--- src/rtl/rv32_inst_encoder_if.sv ---
// Request/response bus of the RV32I instruction encoder.
// The master drives requests and accepts encoded words; the slave is the encoder.
interface rv32_inst_encoder_if #(
    parameter int ADDR_W = 10
);
    logic              in_valid;
    logic              in_ready;
    logic [4:0]        in_op;
    logic [4:0]        in_rd;
    logic [4:0]        in_rs1;
    logic [4:0]        in_rs2;
    logic [31:0]       in_imm;
    logic              out_valid;
    logic              out_ready;
    logic [31:0]       out_inst;
    logic [ADDR_W-1:0] out_addr;
    logic              out_err;

    modport master (
        output in_valid, in_op, in_rd, in_rs1, in_rs2, in_imm, out_ready,
        input  in_ready, out_valid, out_inst, out_addr, out_err
    );

    modport slave (
        input  in_valid, in_op, in_rd, in_rs1, in_rs2, in_imm, out_ready,
        output in_ready, out_valid, out_inst, out_addr, out_err
    );
endinterface

--- src/rtl/rv32_inst_encoder.sv ---
// Turns operation requests into RV32I instruction words with byte addresses,
// one-deep registered output, program run-control that stops on EBREAK.
module rv32_inst_encoder #(
    parameter int          ADDR_W    = 10,
    parameter int unsigned BASE_ADDR = 0
) (
    input  logic               clk,
    input  logic               rst,
    input  logic               start,
    rv32_inst_encoder_if.slave bus,
    output logic               err_sticky,
    output logic               done
);
    typedef enum logic [1:0] {S_IDLE, S_RUN, S_DONE} state_t;

    localparam logic [ADDR_W-1:0] BASE      = ADDR_W'(BASE_ADDR);
    localparam logic [4:0]        OP_EBREAK = 5'd16;
    localparam logic [31:0]       NOP_WORD  = 32'h00000013;

    state_t            state;
    logic              vld_p1;
    logic              err_p1;
    logic [31:0]       inst_p1;
    logic [ADDR_W-1:0] addr_p1;
    logic [ADDR_W-1:0] cnt;
    logic              accept;
    logic [32:0]       enc_p0;

    function automatic logic fits(input logic signed [31:0] v, input int lo, input int hi);
        return (v >= lo) && (v <= hi);
    endfunction

    // Returns {err, word}; out-of-range immediates still produce a word from the truncated bits.
    function automatic logic [32:0] encode(input logic [4:0] op, input logic [4:0] rd,
                                           input logic [4:0] rs1, input logic [4:0] rs2,
                                           input logic signed [31:0] imm);
        logic [31:0] w;
        logic        e;
        logic [2:0]  f3;
        logic [6:0]  f7;
        w  = NOP_WORD;
        e  = 1'b0;
        f3 = 3'b000;
        f7 = 7'b0000000;
        case (op)
            5'd0, 5'd1, 5'd2, 5'd3, 5'd4, 5'd5, 5'd6, 5'd7, 5'd8: begin
                case (op[3:0])
                    4'd1:    f7 = 7'b0100000;
                    4'd2:    f3 = 3'b111;
                    4'd3:    f3 = 3'b110;
                    4'd4:    f3 = 3'b100;
                    4'd5:    f3 = 3'b001;
                    4'd6:    f3 = 3'b101;
                    4'd7:    begin f3 = 3'b101; f7 = 7'b0100000; end
                    4'd8:    f3 = 3'b010;
                    default: f3 = 3'b000;
                endcase
                w = {f7, rs2, rs1, f3, rd, 7'b0110011};
            end
            5'd9: begin
                w = {imm[11:0], rs1, 3'b000, rd, 7'b0010011};
                e = !fits(imm, -2048, 2047);
            end
            5'd10: begin
                w = {imm[11:0], rs1, 3'b010, rd, 7'b0000011};
                e = !fits(imm, -2048, 2047);
            end
            5'd11: begin
                w = {imm[11:5], rs2, rs1, 3'b010, imm[4:0], 7'b0100011};
                e = !fits(imm, -2048, 2047);
            end
            5'd12, 5'd13: begin
                f3 = (op == 5'd13) ? 3'b100 : 3'b000;
                w  = {imm[12], imm[10:5], rs2, rs1, f3, imm[4:1], imm[11], 7'b1100011};
                e  = !fits(imm, -4096, 4094) || imm[0];
            end
            5'd14: begin
                w = {imm[20], imm[10:1], imm[11], imm[19:12], rd, 7'b1101111};
                e = !fits(imm, -1048576, 1048574) || imm[0];
            end
            5'd15: begin
                w = {imm[31:12], rd, 7'b0110111};
                e = |imm[11:0];
            end
            5'd16:   w = 32'h00100073;
            default: e = 1'b1;
        endcase
        return {e, w};
    endfunction

    // Stage p0: combinational encode of the request on the bus
    assign bus.in_ready = (state == S_RUN) && (!vld_p1 || bus.out_ready);
    assign accept       = bus.in_valid && bus.in_ready;
    assign enc_p0       = encode(bus.in_op, bus.in_rd, bus.in_rs1, bus.in_rs2, bus.in_imm);

    // Stage p1: registered output word
    always_ff @(posedge clk) begin
        if (rst) begin
            state      <= S_IDLE;
            vld_p1     <= 1'b0;
            inst_p1    <= '0;
            addr_p1    <= '0;
            err_p1     <= 1'b0;
            err_sticky <= 1'b0;
            cnt        <= BASE;
        end else begin
            case (state)
                S_IDLE, S_DONE: begin
                    if (start) begin
                        state      <= S_RUN;
                        cnt        <= BASE;
                        err_sticky <= 1'b0;
                    end
                end
                S_RUN: begin
                    if (accept && bus.in_op == OP_EBREAK) state <= S_DONE;
                end
                default: state <= S_IDLE;
            endcase
            if (accept) begin
                vld_p1  <= 1'b1;
                inst_p1 <= enc_p0[31:0];
                err_p1  <= enc_p0[32];
                addr_p1 <= cnt;
                cnt     <= cnt + ADDR_W'(4);
                if (enc_p0[32]) err_sticky <= 1'b1;
            end else if (bus.out_ready) begin
                vld_p1 <= 1'b0;
            end
        end
    end

    assign bus.out_valid = vld_p1;
    assign bus.out_inst  = inst_p1;
    assign bus.out_addr  = addr_p1;
    assign bus.out_err   = err_p1;
    assign done          = (state == S_DONE) && !vld_p1;
endmodule
--- src/flat_wrapper.sv ---
// flat-port wrapper written by rule: the top's interface ports become plain ports
module rv32_inst_encoder_flat 
#(
    parameter int          ADDR_W    = 10,
    parameter int unsigned BASE_ADDR = 0
)
  (clk, rst, start, err_sticky, done, bus_in_valid, bus_in_op, bus_in_rd, bus_in_rs1, bus_in_rs2, bus_in_imm, bus_out_ready, bus_in_ready, bus_out_valid, bus_out_inst, bus_out_addr, bus_out_err);
  rv32_inst_encoder_if #(.ADDR_W(ADDR_W)) bus_i ();
  input  logic clk;
  input  logic rst;
  input  logic start;
  output logic err_sticky;
  output logic done;
  input wire logic [$bits(bus_i.in_valid)-1:0] bus_in_valid;
  input wire logic [$bits(bus_i.in_op)-1:0] bus_in_op;
  input wire logic [$bits(bus_i.in_rd)-1:0] bus_in_rd;
  input wire logic [$bits(bus_i.in_rs1)-1:0] bus_in_rs1;
  input wire logic [$bits(bus_i.in_rs2)-1:0] bus_in_rs2;
  input wire logic [$bits(bus_i.in_imm)-1:0] bus_in_imm;
  input wire logic [$bits(bus_i.out_ready)-1:0] bus_out_ready;
  output wire logic [$bits(bus_i.in_ready)-1:0] bus_in_ready;
  output wire logic [$bits(bus_i.out_valid)-1:0] bus_out_valid;
  output wire logic [$bits(bus_i.out_inst)-1:0] bus_out_inst;
  output wire logic [$bits(bus_i.out_addr)-1:0] bus_out_addr;
  output wire logic [$bits(bus_i.out_err)-1:0] bus_out_err;
  assign bus_i.in_valid = bus_in_valid;
  assign bus_i.in_op = bus_in_op;
  assign bus_i.in_rd = bus_in_rd;
  assign bus_i.in_rs1 = bus_in_rs1;
  assign bus_i.in_rs2 = bus_in_rs2;
  assign bus_i.in_imm = bus_in_imm;
  assign bus_i.out_ready = bus_out_ready;
  assign bus_in_ready = bus_i.in_ready;
  assign bus_out_valid = bus_i.out_valid;
  assign bus_out_inst = bus_i.out_inst;
  assign bus_out_addr = bus_i.out_addr;
  assign bus_out_err = bus_i.out_err;
  rv32_inst_encoder #(.ADDR_W(ADDR_W), .BASE_ADDR(BASE_ADDR)) u_core (.clk(clk), .rst(rst), .start(start), .bus(bus_i), .err_sticky(err_sticky), .done(done));
endmodule
--- config.mk ---
export PLATFORM = sky130hd
export DESIGN_NAME = rv32_inst_encoder_flat
export DESIGN_NICKNAME = d
export VERILOG_FILES = /design/src/rtl/rv32_inst_encoder_if.sv /design/src/rtl/rv32_inst_encoder.sv /design/src/flat_wrapper.sv
export SDC_FILE = /design/constraint.sdc
export NUM_CORES = 1
export LEC_CHECK = 0
export CAP_MARGIN = 20
export CORE_MARGIN = 2
export CORE_UTILIZATION = 45
export DETAILED_ROUTE_END_ITERATION = 8
export PLACE_DENSITY_LB_ADDON = 0.25
export REMOVE_ABC_BUFFERS = 1
export SKIP_CTS_REPAIR_TIMING = 1
export SLEW_MARGIN = 0
export SYNTH_ARGS = -nofsm -noshare
export SYNTH_HDL_FRONTEND = slang
export SYNTH_SLANG_ARGS = --single-unit
--- constraint.sdc ---
create_clock -name clk -period 1.75 [get_ports clk]
set_clock_uncertainty 0.15 [all_clocks]
set_input_delay 0.175 -clock clk [delete_from_list [all_inputs] [get_ports clk]]
set_output_delay 0.175 -clock clk [all_outputs]
set_load 0.005 [all_outputs]
* Yosys cells after proc, flatten, opt, wreduce, memory -nomap -nowiden
Index checks and enable logic that the tools add are counted.
Cells by class: $add $sub $neg 1, $lt $le $gt $ge 6, eq/ne operators 28, muxes and demuxes 17, reduce and logical (&&, ||, !) cells 29
Operators with widths (count):
- 32-bit case mux with 8 select lines | 1
- 5-bit by 4-bit == test with 1-bit output, second input constant | 8
- 32-bit by 12-bit >= comparator with 1-bit output, second input constant | 1
- 32-bit by 13-bit >= comparator with 1-bit output, second input constant | 1
- 32-bit by 21-bit >= comparator with 1-bit output, second input constant | 1
- 32-bit by 12-bit less-or-equal comparator with 1-bit output, second input constant | 1
- 32-bit by 13-bit less-or-equal comparator with 1-bit output, second input constant | 1
- 32-bit by 21-bit less-or-equal comparator with 1-bit output, second input constant | 1
- 10-bit two-way mux | 3
- 5-bit by 3-bit == test with 1-bit output, second input constant | 4
- 3-bit case mux with 6 select lines | 1
- 4-bit by 3-bit == test with 1-bit output, second input constant | 4
- 12-bit OR reduction | 1
- 10-bit by 3-bit adder with 10-bit output, second input constant | 1
- 5-bit by 2-bit == test with 1-bit output, second input constant | 2
- 10-bit OR reduction | 1
- 9-bit OR reduction | 1
- 4-bit by 2-bit == test with 1-bit output, second input constant | 2
- 2-bit OR reduction | 4
- 1-bit logical AND | 7
- 1-bit two-way mux | 6
- 6-bit two-way mux | 1
- 2-bit nonzero test | 3
- 5-bit by 1-bit == test with 1-bit output, second input constant | 1
- other kinds (16) | 24
Storage, ports and cells: register bits 57, input bits 57, output and inout bits 47, logic and storage cells 88

* Logic depth before layout (Yosys ltp)
depth in word-level cells 7, mapped depth 7, depth with buffers taken out 5

* Worst setup path after synthesis
Ideal clock, no wire load.
path type flip-flop to flip-flop, start point reg u_core.state[1], end point reg u_core.state[0], library setup time 0.132 ns, arrival 1.270 ns, required time 1.468 ns, slack 0.198 ns, stages on the path, launching flop included 7, path buffers 1, period minus slack after synthesis 1.552 ns, path through dfxtp_1 and2b_1 nand3_1 buf_2 or3_1 nand2_1 a21oi_1
Between the ends: cells in the longest elaborated chain, start to end 6, elaborated cells on any way between the ends 11, those cells by class 4 x eq/ne; 1 x mux; 6 x reduce/logical
RTL lines:
- start, declared | RTL line rv32_inst_encoder.sv:20 | state_t state;
- start signal, assigned | RTL line rv32_inst_encoder.sv:99 | state <= S_IDLE;
- start signal, assigned | RTL line rv32_inst_encoder.sv:110 | state <= S_RUN;
- start signal, assigned | RTL line rv32_inst_encoder.sv:116 | if (accept && bus.in_op == OP_EBREAK) state <= S_DONE;
- 2-bit by 1-bit == test with 1-bit output | RTL line rv32_inst_encoder.sv:92, rv32_inst_encoder.sv:107
- 1-bit logical AND | RTL line rv32_inst_encoder.sv:92 | assign bus.in_ready = (state == S_RUN) && (!vld_p1 || bus.out_ready);
- 1-bit logical AND | RTL line rv32_inst_encoder.sv:93 | assign accept = bus.in_valid && bus.in_ready;
- 1-bit logical AND | RTL line rv32_inst_encoder.sv:116
- 2-bit != test (no source line)
- 2-bit AND reduction (no source line)
Several ways; a longest one is shown, not always the timed one. A chain may end at the register's enable or synchronous reset.

* Final worst setup path
start point reg u_core.state[1], end point reg u_core.cnt[8]
Between the ends: cells in the longest elaborated chain, start to end 5, elaborated cells on any way between the ends 10, those cells by class 2 x eq/ne; 1 x mux; 7 x reduce/logical
RTL lines:
- 2-bit by 1-bit == test with 1-bit output | RTL line rv32_inst_encoder.sv:92
- 1-bit logical AND | RTL line rv32_inst_encoder.sv:92
- 1-bit logical AND | RTL line rv32_inst_encoder.sv:93
- 2-bit nonzero test (no source line)
- 2-bit AND reduction (no source line)
- end signal, assigned | RTL line rv32_inst_encoder.sv:125 | cnt <= cnt + ADDR_W'(4);
- end, declared | RTL line rv32_inst_encoder.sv:25 | logic [ADDR_W-1:0] cnt;
Several ways; a longest one is shown, not always the timed one.

==> results.ini <==
[clock_tree]
cts.sinks=52
cts_buffers=5
htree_levels=2
clkTransAtPathRegs_ns=0.10
insertion_delay_ns=0.31
clk_path_buf_depth=2
cts_root_buf=clkbuf_8
cts_tree=yes

[setup_path]
crit-reg2reg-launch=u_core.state[1]
startpoint=u_core.state[1]
cp-end-kind=register
slowest_delay_ns=0.35
start_kind=register
crit_type=register to register
critPathSlowestCell=dfxtp_2
path_max_fanout=6
crit_buf_inv=2
crit_arrival_ns=1.82
cp_top_family=simple AND/OR/NAND/NOR gates
cp.required_ns=1.86
path_cells=and2b_2 -> buf_4 -> and3_1 -> buf_6 -> nand4_1 -> mux2_4 -> nor2_1

[routing]
wl_per_cell_um=16.5
first_pass_iters=5
drt_wl_total_um=9730
viasPerCell=5.63
drc=0
dr.first_iter.drc_count=205
drtAntennaViolNets=0
num_vias=3318

[die]
start_util=0.472
ioPinCount=104
die_area_um2=6980
die_h_um=83.5
rows=28
dieWidth_um=83.5
core_um2=6030

[synthesis]
synth_cells=363
synth_ff_type=dfxtp_1
yosys_warnings=0
synth-edff-count=0
synth_area_leaders=dfxtp_1 37%, nor2_1 5.7%, a21oi_1 5.5%
yosysSeqAreaShare=0.366
synthDistinctLibCells=59
yosysTopAreaCell=dfxtp_1
synth_seq_cells=52
synth_most_common_cell=dfxtp_1
synthTopCellsByCount=52 x dfxtp_1, 43 x nor2_1, 34 x nand2_1, 31 x a21oi_1
ys_async_sr_fraction=0
syn_area_per_cell_um2=7.84
syn_area_um2=2850
synth_top_area_share=0.366

[timing]
rsz0062_at_grt=true
slew_violations=0
fin_crit_ns=1.71
max_clock_freq_mhz=584
fin_hold_ws_ns=0.122
hold_viol=0
setup_viol=0
period_share=0.979

[pwr]
p_int_mw=1.85
total_leakage_power_nw=1.92
pwr-share-clk=0.274
switching_share=0.284
powerDensity_nw_per_um2=551
netSwitchingPower_mw=0.733
p_seq_frac=0.475
peakVddDrop_mv=0.332
combinationalPowerShare=0.252

[worst_hold_path]
min-delay-path-class=input port to register
hp-start=rst

[place]
hpwlAfterDp_um=7310
dp_cells=579
gp_congestion=0.916
io_buffers=101

[run]
max-cap-violations=0

[global_route]
grt_pass1_wl_um=15300
overflow=0
grt_pass1_vias=3229
gr-usage-all-layers=0.267
antenna_found_initial=0
grt_max_degree=24

[finish]
fin_cells=589
area_growth_syn_to_layout_pct=64.7
fin_nets=571
drive_above_1_share=0.245
n_antenna_cell=0

[status]
status=finished clean

final cells by class:
class / count / area [um2]
clock buffers: 6 / 72.6
repair buffers: 172 / 1640
fillers: 439 / 1340
inverters: 16 / 60.1
well taps: 75 / 93.8
clock inverters: 2 / 16.3
flip-flops and latches: 52 / 1040
multi-input cells: 266 / 1760
worst paths after layout:
| kind | to | slack [ns] | cells past startpoint |
|---|---|---|---|
| hold reg to reg | u_core.bus.out_addr[8] | 0.31 | 2 |
| setup / recovery | u_core.cnt[8] | 0.04 | 7 |
| setup reg to reg | u_core.cnt[8] | 0.04 | 7 |
| hold / removal | u_core.bus.out_inst[17] | 0.12 | 2 |
layout by cell type (no fill, tap or decap), types with 3 or more instances in the layout:
| master | n |
|---|---|
| a22oi_1 | 15 |
| nand4_1 | 10 |
| o21ai_0 | 6 |
| and3_1 | 5 |
| a21oi_1 | 30 |
| nor4_1 | 7 |
| nor2b_1 | 3 |
| a22o_1 | 10 |
| a211oi_1 | 6 |
| o32ai_1 | 3 |
| clkdlybuf4s50_1 | 82 |
| nand3_1 | 8 |
| dfxtp_2 | 3 |
| clkbuf_8 | 5 |
| nand2_1 | 34 |
| nor2_2 | 4 |
| nor3_1 | 4 |
| o21ai_1 | 9 |
| mux2_2 | 8 |
| buf_4 | 65 |
| nand3b_1 | 5 |
| dlymetal6s2s_1 | 18 |
| dfxtp_1 | 49 |
| nor2_1 | 40 |
| inv_1 | 15 |
| buf_12 | 4 |
cell families (layout without fill, tap and decap cells):
kind of cell	count (synthesis)	after routing	synth area share
DFF	52	52	0.366
and+or+nand+nor	146	146	0.255
AOI/OAI and AO/OA	105	105	0.251
other	1	2	0.00132
xor gates and xnor gates	2	2	0.00879
buffers and inverters	46	196	0.0743
muxes	10	10	0.0391
adders and majority gates	1	1	0.00439
routing by layer:
| layer | vias up | global-route usage | part of all wire |
|---|---|---|---|
| met3 | 18 | 0.0534 | 0.063 |
| met5 | - | 0 | 0 |
| li1 | 1609 | - | - |
| met1 | 1572 | 0.339 | 0.43 |
| met2 | 119 | 0.466 | 0.49 |
| met4 | 0 | 0.0630 | 0.019 |
sequential cells by signal, summed over array words and instances, names as in the netlist:
register / count
u_core.bus.out_err: 1
u_core.cnt: 8
u_core.state: 2
u_core.err_sticky: 1
u_core.bus.out_addr: 8
u_core.bus.out_valid: 1
u_core.bus.out_inst: 31
stage by stage:
| step | setup TNS (ns) | area, um2 | utilization | power [mW] | setup WS, ns |
|---|---|---|---|---|---|
| 4_1_cts | -0.347 | 4460 | 0.740 | 2.55 | -0.131 |
| 2_1_floorplan | -23.19 | 2700 | - | 1.43 | -0.842 |
| 6_report | 0 | 4690 | 0.778 | 2.58 | 0.0364 |
| 3_3_place_gp | -8.11 | 4370 | 0.725 | 1.84 | -0.367 |
| 5_1_grt | -0.176 | 4690 | 0.778 | 2.69 | -0.0327 |
| 3_5_place_dp | -9.57 | 4370 | 0.725 | 1.86 | -0.395 |
power groups by stage:
| stage | Clock [mW] | Combinational, mW | Sequential, mW |
|---|---|---|---|
| 6_report | 0.707 | 0.651 | 1.23 |
| 5_1_grt | 0.766 | 0.695 | 1.23 |
| 4_1_cts | 0.713 | 0.610 | 1.22 |
| 3_5_place_dp | 0 | 0.607 | 1.25 |
| 3_3_place_gp | 0 | 0.595 | 1.25 |
| 2_1_floorplan | 0 | 0.179 | 1.25 |
Power figures use the tool's default switching activity.
